$ cat src/rtl/pdp8_instr_decode.sv
// PDP-8 fetch/decode stage: fetches the word at PC, decodes it and holds it for instr_exec.
// Optional DEC_PERF_CNT_EN adds a saturating instr_count output.
package pdp8_pkg;

    typedef struct packed {
        logic        NOP;
        logic        AND;
        logic        TAD;
        logic        ISZ;
        logic        DCA;
        logic        JMS;
        logic        JMP;
        logic [11:0] mem_inst_addr;
    } pdp_mem_opcode_s;

    typedef struct packed {
        logic NOP;
        logic CLA1, CLL, CMA, CML, RAR, RAL, RTR, RTL, IAC;
        logic CLA2, SMA, SZA, SNL, SPA, SNA, SZL, OSR, HLT;
    } pdp_op7_opcode_s;

    localparam pdp_mem_opcode_s MEM_NOP = '{NOP: 1'b1, default: '0};
    localparam pdp_op7_opcode_s OP7_NOP = '{NOP: 1'b1, default: '0};

endpackage

module pdp8_instr_decode
    import pdp8_pkg::*;
#(
    parameter logic [11:0] START_ADDR  = 12'o0200,
    parameter int          ACK_TIMEOUT = 16
) (
    input  logic            clk,
    input  logic            reset,
    output logic            ifu_rd_req,
    output logic [11:0]     ifu_rd_addr,
    input  logic [11:0]     ifu_rd_data,
    input  logic            stall,
    input  logic [11:0]     PC_value,
    output logic [11:0]     base_addr,
    output pdp_mem_opcode_s pdp_mem_opcode,
    output pdp_op7_opcode_s pdp_op7_opcode,
    output logic            halted,
    output logic            dec_err
`ifdef DEC_PERF_CNT_EN
    ,
    output logic [31:0]     instr_count
`endif
);

    localparam int CNT_W = $clog2(ACK_TIMEOUT + 1);

    typedef enum logic [2:0] {
        S_FETCH,
        S_WAIT_DATA,
        S_DECODE,
        S_ISSUE,
        S_WAIT_EXEC,
        S_HALTED
    } state_e;

    state_e          state_q;
    logic [11:0]     pc_q;
    logic [11:0]     ir_q;
    logic            data_phase_q;
    logic [CNT_W-1:0] cnt_q;
    logic            req_q;
    logic [11:0]     addr_q;
    logic [11:0]     base_q;
    pdp_mem_opcode_s mem_q;
    pdp_op7_opcode_s op7_q;
    logic            halted_q;
    logic            dec_err_q;

    pdp_mem_opcode_s mem_d;
    pdp_op7_opcode_s op7_d;
    logic [11:0]     base_d;
    logic            all_nop_d;
    logic [2:0]      op;

    assign op = ir_q[11:9];

    always_comb begin
        mem_d  = MEM_NOP;
        op7_d  = OP7_NOP;
        base_d = base_q;
        if (op <= 3'd5) begin
            mem_d = '0;
            case (op)
                3'd0:    mem_d.AND = 1'b1;
                3'd1:    mem_d.TAD = 1'b1;
                3'd2:    mem_d.ISZ = 1'b1;
                3'd3:    mem_d.DCA = 1'b1;
                3'd4:    mem_d.JMS = 1'b1;
                default: mem_d.JMP = 1'b1;
            endcase
            mem_d.mem_inst_addr = pc_q;
            base_d = ir_q[7] ? {pc_q[11:7], ir_q[6:0]} : {5'b0, ir_q[6:0]};
        end else if (op == 3'd7) begin
            op7_d = '0;
            if (!ir_q[8]) begin
                op7_d.CLA1 = ir_q[7];
                op7_d.CLL  = ir_q[6];
                op7_d.CMA  = ir_q[5];
                op7_d.CML  = ir_q[4];
                op7_d.RAR  = ir_q[3] & ~ir_q[1];
                op7_d.RAL  = ir_q[2] & ~ir_q[1];
                op7_d.RTR  = ir_q[3] & ir_q[1];
                op7_d.RTL  = ir_q[2] & ir_q[1];
                op7_d.IAC  = ir_q[0];
            end else if (!ir_q[0]) begin
                // IR[3] flips the sense of the three skip conditions
                op7_d.CLA2 = ir_q[7];
                op7_d.SMA  = ir_q[6] & ~ir_q[3];
                op7_d.SZA  = ir_q[5] & ~ir_q[3];
                op7_d.SNL  = ir_q[4] & ~ir_q[3];
                op7_d.SPA  = ir_q[6] & ir_q[3];
                op7_d.SNA  = ir_q[5] & ir_q[3];
                op7_d.SZL  = ir_q[4] & ir_q[3];
                op7_d.OSR  = ir_q[2];
                op7_d.HLT  = ir_q[1];
            end
            op7_d.NOP = ~|op7_d;
        end
    end

    assign all_nop_d = mem_d.NOP & op7_d.NOP;

    always_ff @(posedge clk) begin
        if (reset) begin
            state_q      <= S_FETCH;
            pc_q         <= START_ADDR;
            data_phase_q <= 1'b0;
            cnt_q        <= '0;
            req_q        <= 1'b0;
            addr_q       <= '0;
            base_q       <= '0;
            mem_q        <= MEM_NOP;
            op7_q        <= OP7_NOP;
            halted_q     <= 1'b0;
            dec_err_q    <= 1'b0;
        end else begin
            req_q <= 1'b0;
            case (state_q)
                S_FETCH: begin
                    req_q        <= 1'b1;
                    addr_q       <= pc_q;
                    data_phase_q <= 1'b0;
                    state_q      <= S_WAIT_DATA;
                end
                S_WAIT_DATA: begin
                    // first cycle carries the request, read data arrives on the second
                    data_phase_q <= 1'b1;
                    if (data_phase_q) begin
                        ir_q    <= ifu_rd_data;
                        state_q <= S_DECODE;
                    end
                end
                S_DECODE: begin
                    mem_q  <= mem_d;
                    op7_q  <= op7_d;
                    base_q <= base_d;
                    cnt_q  <= '0;
                    if (all_nop_d) begin
                        pc_q    <= pc_q + 12'd1;
                        state_q <= S_FETCH;
                    end else begin
                        state_q <= S_ISSUE;
                    end
                end
                S_ISSUE: begin
                    if (stall) begin
                        state_q <= S_WAIT_EXEC;
                    end else if (cnt_q == CNT_W'(ACK_TIMEOUT - 1)) begin
                        dec_err_q <= 1'b1;
                        halted_q  <= 1'b1;
                        mem_q     <= MEM_NOP;
                        op7_q     <= OP7_NOP;
                        state_q   <= S_HALTED;
                    end else begin
                        cnt_q <= cnt_q + CNT_W'(1);
                    end
                end
                S_WAIT_EXEC: begin
                    if (!stall) begin
                        mem_q <= MEM_NOP;
                        op7_q <= OP7_NOP;
                        if (op7_q.HLT) begin
                            halted_q <= 1'b1;
                            state_q  <= S_HALTED;
                        end else begin
                            // launch the next read straight away to save a cycle
                            pc_q         <= PC_value;
                            req_q        <= 1'b1;
                            addr_q       <= PC_value;
                            data_phase_q <= 1'b0;
                            state_q      <= S_WAIT_DATA;
                        end
                    end
                end
                S_HALTED: begin
                    state_q <= S_HALTED;
                end
                default: state_q <= S_FETCH;
            endcase
        end
    end

`ifdef DEC_PERF_CNT_EN
    logic [31:0] instr_count_q;

    always_ff @(posedge clk) begin
        if (reset) begin
            instr_count_q <= '0;
        end else if (state_q == S_DECODE && instr_count_q != 32'hFFFF_FFFF) begin
            instr_count_q <= instr_count_q + 32'd1;
        end
    end

    assign instr_count = instr_count_q;
`endif

    assign ifu_rd_req     = req_q;
    assign ifu_rd_addr    = addr_q;
    assign base_addr      = base_q;
    assign pdp_mem_opcode = mem_q;
    assign pdp_op7_opcode = op7_q;
    assign halted         = halted_q;
    assign dec_err        = dec_err_q;

endmodule

$ cat config.mk
export PLATFORM = sky130hd
export DESIGN_NAME = pdp8_instr_decode
export DESIGN_NICKNAME = d
export VERILOG_FILES = /design/src/rtl/pdp8_instr_decode.sv
export SDC_FILE = /design/constraint.sdc
export NUM_CORES = 1
export LEC_CHECK = 0
export ABC_AREA = 1
export CORE_ASPECT_RATIO = 0.8
export CORE_MARGIN = 2
export CORE_UTILIZATION = 45
export DETAILED_ROUTE_END_ITERATION = 8
export PLACE_DENSITY = 0.87
export RECOVER_POWER = 50
export SETUP_SLACK_MARGIN = 0.3
export SYNTH_ARGS = -nofsm -noshare
export SYNTH_HDL_FRONTEND = slang
export SYNTH_SLANG_ARGS = --single-unit
$ cat constraint.sdc
create_clock -name clk -period 1.77 [get_ports clk]
set_input_delay 0.177 -clock clk [delete_from_list [all_inputs] [get_ports clk]]
set_output_delay 0.177 -clock clk [all_outputs]
set_load 0.1 [all_outputs]
# --- Word-level counts from Yosys, hierarchy flattened ---
# Index checks and enable logic that the tools add are counted.
word_totals:
  input_bits: 27
  regBits: 98
op_classes:
  n_mux: 48
  n_eq_ne: 20
  bitwise_logic: 15
  magnitude_cmp: 1
  n_addsub: 2
  n_reduce_logical: 21
ops:
  columns: ["operator", "n"]
  rows:
  - ["19-bit 2-to-1 mux", 6]
  - ["19-bit case mux with 3 select lines", 2]
  - ["9-bit 2-to-1 mux", 7]
  - ["12-bit 2-to-1 mux", 4]
  - ["12-bit case mux with 2 select lines", 2]
  - ["3-bit case mux with 6 select lines", 1]
  - ["3-bit AND reduction", 6]
  - ["18-bit OR reduction", 1]
  - ["2-bit != test (second input constant)", 8]
  - ["3-bit 2-to-1 mux", 5]
  - ["1-bit 2-to-1 mux", 14]
  - ["12-bit by 1-bit adder with 12-bit output (second input constant)", 1]
  - ["3-bit by 2-bit == test with 1-bit output (second input constant)", 4]
  - ["3-bit == test (second input constant)", 4]
  - ["1-bit bitwise AND", 11]
  - ["5-bit 2-to-1 mux", 2]
  - ["5-bit case mux with 2 select lines", 1]
  - ["4-bit AND reduction", 2]
  - ["2-bit nonzero test", 4]
  - ["3-bit by 1-bit == test with 1-bit output (second input constant)", 2]
  - ["3-bit logical NOT", 2]
  - ["3-bit nonzero test", 2]
  - ["5-bit by 1-bit adder with 5-bit output (second input constant)", 1]
  - ["5-bit by 4-bit == test with 1-bit output (second input constant)", 1]
  - ["10 further kinds", 14]

# --- Logic depth before layout (Yosys ltp) ---
# Gate-level depths: netlist (run 1).
logic_depth:
  ltp_word: 13
  mapped_depth: 15
  depth_no_buf: 13

# --- Worst setup path after synthesis (run 1) ---
# No wires, ideal clock.
synth_path:
  path_type: "register to register"
  from: "register state_q[0]"
  to: "register ir_q[0], enable pin"
  arrival_ns: 1.485
  required_time_ns: 1.374
  path_stages_with_launch: 5
  period_less_slack_ns: 1.881
  path_slack_ns: -0.111
  n_path_buf: 0
  cell_sequence: "dfxtp_1 nand2_1 nor2_1 inv_1 nor3_1"
synth_via:
  elab_chain_len: 2
synth_rtl:
  columns: ["element", "line_no", "source"]
  rows:
  - ["start: declaration", "62", "state_e state_q;"]
  - ["start signal: assignment", "131", "state_q <= S_FETCH;"]
  - ["start signal: assignment", "149", "state_q <= S_WAIT_DATA;"]
  - ["start signal: assignment", "156", "state_q <= S_DECODE;"]
  - ["3-bit by 1-bit == test with 1-bit output", "144", "case (state_q)"]
  - ["3-bit AND reduction (no line)", null, null]
  - ["end signal: assignment", "155", "ir_q <= ifu_rd_data;"]
  - ["end: declaration", "64", "logic [11:0] ir_q;"]
# Every way passes these cells.
# A chain may end at the register's enable or synchronous reset.

# --- Worst setup path in the final report (run 1) ---
layout_path:
  from: "register cnt_q[1]"
  to: "register cnt_q[3]"
layout_via:
  elab_chain_len: 4
  elab_cells_between_ends: 7
  classes_between: "1 x add/sub; 2 x eq/ne; 3 x mux; 1 x reduce/logical"
layout_rtl:
  columns: ["element", "line_no", "source"]
  rows:
  - ["start: declaration", "66", "logic [CNT_W-1:0] cnt_q;"]
  - ["start signal: assignment", "181", "cnt_q <= cnt_q + CNT_W'(1);"]
  - ["5-bit by 1-bit adder with 5-bit output", "181", null]
  - ["5-bit 2-to-1 mux", "174", "end else if (cnt_q == CNT_W'(ACK_TIMEOUT - 1)) begin"]
  - ["5-bit 2-to-1 mux", "172", "if (stall) begin"]
  - ["5-bit case mux with 2 select lines", "144", null]
# Several ways; a longest one is shown, not always the timed one. The select of a mux whose other input is x is not followed.

==> results_dict.tcl, run 1 <==
set metrics [dict create \
    status "finished, violations left" \
    violations "negative setup slack" \
    antenna_found_initial 0 \
    worstSkewPairLatency_ps 350 \
    die_w_um 114 \
    pin_count 92 \
    cts_num_sinks 98 \
    synth_commonest_cells "nand2_1, nor2_1, dfxtp_1, a21oi_1" \
    drc 0 \
    wl_per_cell_um 19.9 \
    rows 31 \
    die-area_sq_um 10400 \
    cts.clk_slew.worst_paths_ps 70 \
    met2_usage_pct 45.8 \
    p_leak_nw 2.65 \
    postLayoutCoreUtil_pct 69.3 \
    syn_to_final_growth_pct 47.2 \
    cp_common_cell "inv_4" \
    worstSetupPathType "register to register" \
    die_h_um 91.7 \
    post-dp-hpwl_um 8550 \
    whs_ps 182 \
    fin_crit_ps 1960 \
    fmaxAchievable_mhz 511 \
    holdCritPathClass "primary input to register" \
    cp_max_fo 4 \
    worstSetupEndpointType "register" \
    drive_gt1_share_pct 36.9 \
    fin_crit_sh_pct 111 \
    power_density_nw_per_um2 2060 \
    postRouteAntennaNets 0 \
    hold_viol 0 \
    multi_input_area_sq_um 2400 \
    clockBufferDepth 2 \
    vias 4892 \
    grt_overflow_total 0 \
    nNetsFinal 716 \
    rr_startpoint "cnt_q[1]" \
    slowest_stage "dfxtp_4" \
    ir_drop_v 0.00146 \
    grt_max_degree 44 \
    ys_seq_area_share_pct 48.1 \
    cts_tree "built" \
    synth_cell_types 43 \
    synth_edf_count 12 \
    fin_setup_tns_ps -5120 \
    root_buffer "clkbuf_16" \
    crit_path_start_kind "register" \
    synth_nets 585 \
    fin_worst_skew_ps 7.40 \
    cts_hold_buf 0 \
    drtPass1Iterations 9 \
    initial_core_util_pct 47.1 \
    grt_busiest_layer "met2" \
    rsz0062_at_grt "yes" \
    grt_pass1_wl_um 22200 \
    core_area_sq_um 9190 \
    maxSlewViolCount 0 \
    tightest_slew_ps 570 \
    cts_max_level 3 \
    cts_buffers 9 \
    track_usage_pct 26.8 \
    met3_usage_pct 7.14 \
    yosysMostFrequentCell "nand2_1" \
    grt_pass1_vias 4552 \
    first_iter_violations 627 \
    gp_congestion 0.898 \
    setup_slack_ps -187 \
    arrival_ps 2190 \
    ys_ff_latch 98 \
    io_buffers 91 \
    setup_viol 53 \
    slew_headroom_pct 62.1 \
    yosys_warnings 0 \
    maxCapViolCount 0 \
    cp.required_ps 2000 \
    hold_path_startpoint "reset" \
    viasPerCell 6.07 \
    async_flop_share_pct 0 \
    crit_path_start "cnt_q[1]" \
    synth_top_area_cell "dfxtp_1" \
    syn_inst 555 \
    synth_area_sq_um 4330 \
    crit_path_cell_trace "ha_4, inv_4, nor3_4, ha_2, inv_4, buf_4, nand2_4, a22oi_2, nand4_1, xor2_1, nor2_1" \
    yosys_most_used_dff "dfxtp_1" \
    synth_top_area_share_pct 39.8 \
    seq_area_sq_um 2100 \
    synth_area_per_cell_sq_um 7.80 \
    gr-usage-met1_pct 32.4 \
    routed_wl_um 16000 \
    synth.area.top_cells "dfxtp_1, nand2_1, edfxtp_1" \
    crit_path_max_incr_delay_ps 370 \
    fillers 633 \
    antennaDiodeCount 0 \
]
## path summary, 6_finish.rpt
check | slack [ps] | cells past startpoint | end
worst min-delay path | 180 | 2 | cnt_q[1]
worst max-delay path | -190 | 11 | cnt_q[3]
worst max register to register | -190 | 11 | cnt_q[3]
worst min register to register | 470 | 2 | pdp_mem_opcode[8]
## power by group
group | switching [mW] | internal [mW] | total [mW]
clock | 0.879 | 1.09 | 1.97
combinational | 5.48 | 2.38 | 7.87
sequential | 0.550 | 2.77 | 3.32
total | 6.91 | 6.24 | 13.1
## per-stage QoR
stage	worst slack (ps)	cells	cell area (sq um)	power (mW)
floorplan	120	555	4380	7.83
global placement	6.31	754	5290	9.02
detailed placement	-36.5	754	5290	9.16
CTS	-6.46	786	5930	11.6
global route	-231	806	6370	13.6
finish	-187	806	6370	13.1
## kinds of logic (layout without fill, tap and decap cells)
kind of cell | Yosys count | after routing | share of synthesized area, %
adder cells (fa/ha/maj) | 3 | 3 | 0.868
XOR/XNOR | 4 | 4 | 0.810
flip-flops | 98 | 98 | 48.1
AO/OA/AOI/OAI | 113 | 113 | 16.1
buffers and inverters | 69 | 204 | 7.49
AND/OR/NAND/NOR | 268 | 269 | 26.6
## what timing repair did
item | CTS | global route
cloned | 3 | 4
pin swaps | 10 | 28
endpoints found under the setup margin | 72 | 96
gates resized for setup | 66 | 99
buffers inserted | 13 | 16
## routing by layer
layer  up-vias  part of all wire (%)
li1       2140                     -
met5         -                     0
met4         0                   4.4
met2       357                    47
met1      2298                    38
met3        97                    10
## cell usage in the layout (no fill, tap or decap), drive strengths merged, types with 6 or more instances in the layout
cell type / instances
clkdlybuf4s50: 13
inv: 38
a21oi: 43
clkinv: 6
edfxtp: 12
nor2: 91
nor3: 13
nand3: 38
nand4: 11
dlygate4sd3: 12
buf: 73
nand2: 112
o21ai: 42
clkbuf: 61
dfxtp: 86
a311oi: 8
## worst max-delay path, delay by kind of cell (launching register included)
kind	cells	cell delay, ps
fa+ha+maj	2	370
flops	1	370
buf+inv	3	260
xor+xnor	1	230
simple gates	4	350
compound gates	1	240
## cell type report
type | count | area share (%)
multi-input combinational | 389 | 37.7
sequential | 98 | 33.0
timing repair buffer | 149 | 19.6
clock buffer | 10 | 3.59
inverter | 38 | 2.79
tap | 115 | 2.26
clock inverter | 6 | 0.884
timing repair inverter | 1 | 0.177
## state kept, by name (all words and copies together), names as in the netlist, 3 cells and up
register and flops:
pc_q 12, pdp_op7_opcode 19, pdp_mem_opcode 19, cnt_q 5
ir_q 12, ifu_rd_addr 12, base_addr 12, state_q 3
Power figures use the tool's default switching activity.
==> run 2: changes to the inputs <==
- SKIP_CTS_REPAIR_TIMING: unset -> 1
==> results_dict.tcl, run 2 (synthesized netlist as in run 1, its figures left out) <==
set metrics [dict create \
    crit_path_cell_trace "ha_4, inv_2, nor3_2, ha_2, inv_2, o211ai_2, o21ai_4, clkinv_4, buf_12, nand4_1, a21oi_2" \
    fin_worst_skew_ps 7.71 \
    drtPass1Iterations 7 \
    viasPerCell 5.71 \
    multi_input_area_sq_um 2170 \
    grt_overflow_total 0 \
    core_area_sq_um 9190 \
    r2r_slack_ps -80 \
    cts_buffers 9 \
    whs_endpoint "cnt_q[1]" \
    holdCritPathClass "primary input to register" \
    cp.required_ps 2040 \
    worstSetupPathType "register to register" \
    post-dp-hpwl_um 8550 \
    cts_tree "built" \
    path_delay_family "compound AO/OA/AOI/OAI gates" \
    slew_headroom_pct 63.3 \
    gp_congestion 0.898 \
    violations "design-rule violations, negative setup slack" \
    fmaxAchievable_mhz 540 \
    cp_common_cell "inv_2" \
    die-area_sq_um 10400 \
    io_buffers 91 \
    initial_core_util_pct 47.1 \
    die_w_um 114 \
    die_h_um 91.7 \
    postRouteAntennaNets 0 \
    antennaDiodeCount 0 \
    fillers 694 \
    wl_per_cell_um 16.9 \
    crit_path_start_kind "register" \
    antenna_found_initial 0 \
    maxCapViolCount 0 \
    drive_gt1_share_pct 29.9 \
    setup_viol 39 \
    crit_buf_inv 4 \
    setup_slack_ps -82.5 \
    hold_depth 2 \
    clockBufferDepth 2 \
    pin_count 92 \
    rows 31 \
    worstSetupEndpointType "register" \
    power_mw 11.7 \
    syn_to_final_growth_pct 36.5 \
    final_common_cell "nand2_1" \
    seq_area_sq_um 2100 \
    ir_drop_v 0.00149 \
    arrival_ps 2130 \
    tightest_slew_ps 551 \
    vias 4457 \
    status "finished, violations left" \
    hold_viol 0 \
    grt_pass1_vias 4074 \
    grt_max_degree 44 \
    worstSkewPairLatency_ps 350 \
    fin_setup_tns_ps -1350 \
    first_iter_violations 358 \
    crit_path_max_incr_delay_ps 370 \
    fin_crit_ps 1850 \
    cts_max_level 3 \
    cp_max_fo 11 \
    maxSlewViolCount 0 \
    cts_num_sinks 98 \
    drc 1 \
    root_buffer "clkbuf_16" \
    nNetsFinal 691 \
    hold_path_startpoint "reset" \
    most-common-layout-cells "nand2_1, dfxtp_1, nor2_1" \
    p_leak_nw 2.43 \
    cts.clk_slew.worst_paths_ps 70 \
    fin_crit_sh_pct 105 \
    rr_endpoint "pdp_op7_opcode[14]" \
    grt_pass1_wl_um 19500 \
    routed_wl_um 13200 \
    rsz0062_at_grt "yes" \
    power_density_nw_per_um2 1990 \
    reg2reg_depth 11 \
    track_usage_pct 23.4 \
    slowest_stage "dfxtp_4" \
    rr_startpoint "cnt_q[1]" \
]
run 2: cell types whose count changed in the layout (fill, tap and decap cells not counted), sizes merged:
cell / before / now
buf: 73 / 74
clkbuf: 61 / 37
inv: 38 / 37
nand2: 112 / 111
run 2: per-layer routing:
metal / vias up / GRT usage, % / part of all wire, %
li1: 2081 / - / -
met1: 2108 / 31.3 / 43
met2: 247 / 37.3 / 47
met3: 21 / 6.08 / 9.1
met4: 0 / 6.81 / 1.6
met5: - / 0 / 0
run 2: power by group:
group / switching, mW / internal [mW]
clock network: 0.847 / 1.09
logic: 4.87 / 1.71
registers: 0.456 / 2.76
run 2: worst max path at each step:
stage                   from                 end  depth (start not counted)  slack [ps]
finish              cnt_q[1]  pdp_op7_opcode[14]                         11         -80
global route         ir_q[8]             pc_q[3]                         12        -180
CTS                 cnt_q[0]              halted                          9        -110
detailed placement  cnt_q[0]   pdp_mem_opcode[3]                         11         -40
global placement    cnt_q[0]   pdp_mem_opcode[8]                         11           6
floorplan           cnt_q[0]   pdp_op7_opcode[7]                         11         120
run 2: layout make-up:
type                    count  share of cell area (%)
inverters                  38                    2.71
clock inverters             6                   0.953
flip-flops and latches     98                    35.5
well taps                 115                    2.44
repair buffers            126                    17.7
clock buffers              10                    3.88
multi-input cells         388                    36.8
run 2: per-stage QoR:
step           worst slack [ps]  util [%]  instance area, sq um  hold slack [ps]  instances
2_1_floorplan               120         -                  4380              276        555
3_3_place_gp               6.31      57.5                  5290              450        754
3_5_place_dp              -36.5      57.5                  5290              460        754
4_1_cts                    -112      60.7                  5580              154        770
5_1_grt                    -179      64.2                  5910              188        781
6_report                  -82.5      64.2                  5910              189        781
run 2: worst reg2reg max path: cells and delay by family (launching register included):
kind / cells / cell delay [ps]
adders and majority gates: 2 / 340
buffers and inverters: 4 / 360
AOI/OAI and AO/OA: 3 / 500
DFF: 1 / 370
and+or+nand+nor: 2 / 210
==> run 3: changes to the inputs <==
--- a/config.mk
+++ b/config.mk
@@ -8,2 +8,3 @@
 export ABC_AREA = 1
+export CAP_MARGIN = 20
 export CORE_ASPECT_RATIO = 0.8
@@ -16,2 +17,3 @@
 export SKIP_CTS_REPAIR_TIMING = 1
+export SLEW_MARGIN = 25
 export SYNTH_ARGS = -nofsm -noshare
==> constraint.sdc (replaced) <==
create_clock -name clk -period 1.77 [get_ports clk]
set_input_delay 0.354 -clock clk [delete_from_list [all_inputs] [get_ports clk]]
set_output_delay 0.354 -clock clk [all_outputs]
set_load 0.1 [all_outputs]
==> results_dict.tcl, run 3 (synthesized netlist as in run 1, its figures left out) <==
set metrics [dict create \
    most-common-layout-cells "nand2_1, dfxtp_1, nor2_1" \
    rr_startpoint "ir_q[8]" \
    initial_core_util_pct 47.1 \
    post-dp-hpwl_um 9170 \
    pre_cts_ws_ps -76.4 \
    grt_max_degree 31 \
    gr-usage-met1_pct 30.6 \
    worstSkewPairLatency_ps 360 \
    fin_worst_skew_ps 10.4 \
    cts_max_level 3 \
    power_mw 12.6 \
    die_w_um 114 \
    cts_num_sinks 98 \
    drive_gt1_share_pct 31.5 \
    power_density_nw_per_um2 2030 \
    crit_path_cell_trace "buf_6, o211ai_1, nand2_1, nor2_1, nand2_1, nand2_2, nand3_4, nand2_8, inv_8, nor2_1, nor2_1" \
    drtPass1Iterations 5 \
    clockBufferDepth 2 \
    cp_max_fo 12 \
    syn_to_final_growth_pct 43.3 \
    drc 0 \
    tightest_slew_ps 589 \
    rsz0062_at_grt "yes" \
    antennaDiodeCount 0 \
    antenna_found_initial 0 \
    final_common_cell "nand2_1" \
    die-area_sq_um 10400 \
    grt_busiest_layer "met2" \
    met2_usage_pct 41.9 \
    vias 4763 \
    setup_slack_ps -183 \
    grt_overflow_total 0 \
    routed_wl_um 15800 \
    core_area_sq_um 9190 \
    worstSetupEndpointType "register" \
    first_iter_violations 454 \
    root_buffer "clkbuf_16" \
    slowest_stage "edfxtp_1" \
    crit_path_max_incr_delay_ps 510 \
    grt_pass1_wl_um 20900 \
    io_buffers 91 \
    violations "negative setup slack" \
    fin_crit_sh_pct 110 \
    maxCapViolCount 0 \
    pin_count 92 \
    worstSetupPathType "register to register" \
    fin_crit_ps 1950 \
    grt_pass1_vias 4299 \
    viasPerCell 6.04 \
    ir_drop_v 0.00109 \
    met3_usage_pct 7.07 \
    die_h_um 91.7 \
    crit_path_start "ir_q[8]" \
    cts_tree "built" \
    rows 31 \
    nNetsFinal 698 \
    p_leak_nw 2.53 \
    holdCritPathClass "primary input to register" \
    fin_setup_tns_ps -4470 \
    maxSlewViolCount 0 \
    path_delay_family "simple AND/OR/NAND/NOR gates" \
    fmaxAchievable_mhz 512 \
    hold_path_startpoint "reset" \
    track_usage_pct 24.9 \
    arrival_ps 2190 \
    setup_viol 53 \
    cp_common_cell "nor2_1" \
    wl_per_cell_um 20.0 \
    gp_congestion 0.897 \
    status "finished, violations left" \
    cts_buffers 9 \
    postRouteAntennaNets 0 \
    slew_headroom_pct 60.9 \
    hold_viol 0 \
    cp.required_ps 2010 \
    crit_buf_inv 2 \
    crit_path_start_kind "register" \
    cts.clk_slew.worst_paths_ps 70 \
]
run 3: cell type report:
type                    instances  area (sq um)
repair buffers                132          1260
clock buffers                   9           225
clock inverters                 7           115
well taps                     115           144
inverters                      38           165
flip-flops and latches         98          2090
fillers                       614          2990
multi-input cells             389          2200
run 3: power breakdown:
group	internal, mW	switching, mW	total, mW	leakage (nW)
logic	1.97	5.06	7.03	1.56
clock network	1.38	0.877	2.26	0.163
registers	2.76	0.568	3.33	0.811
run 3: worst register-to-register path: cells and delay by family (launching register included):
family	cells	cell delay (ps)
buffers and inverters	2	270
AO/OA/AOI/OAI	1	120
flip-flops	1	510
AND/OR/NAND/NOR	8	930
run 3: worst paths after layout:
| kind | to | slack [ps] | cells past startpoint |
|---|---|---|---|
| setup reg to reg | pc_q[4] | -180 | 11 |
| hold reg to reg | ifu_rd_addr[8] | 460 | 2 |
| hold / removal | halted | 370 | 2 |
| setup / recovery | pc_q[4] | -180 | 11 |
run 3: stage by stage:
stage	utilization [%]	cell area, sq um	instances	hold WS (ps)
2_1_floorplan	-	4390	555	440
3_3_place_gp	66.6	6120	756	451
3_5_place_dp	66.6	6120	756	462
4_1_cts	70.3	6460	772	360
5_1_grt	67.5	6200	788	382
6_report	67.5	6200	788	372
run 3: metal layers:
layer,up-vias,part of all wire (%)
met3,95,10
met2,339,47
met1,2236,38
met5,-,0
li1,2093,-
met4,0,4.8
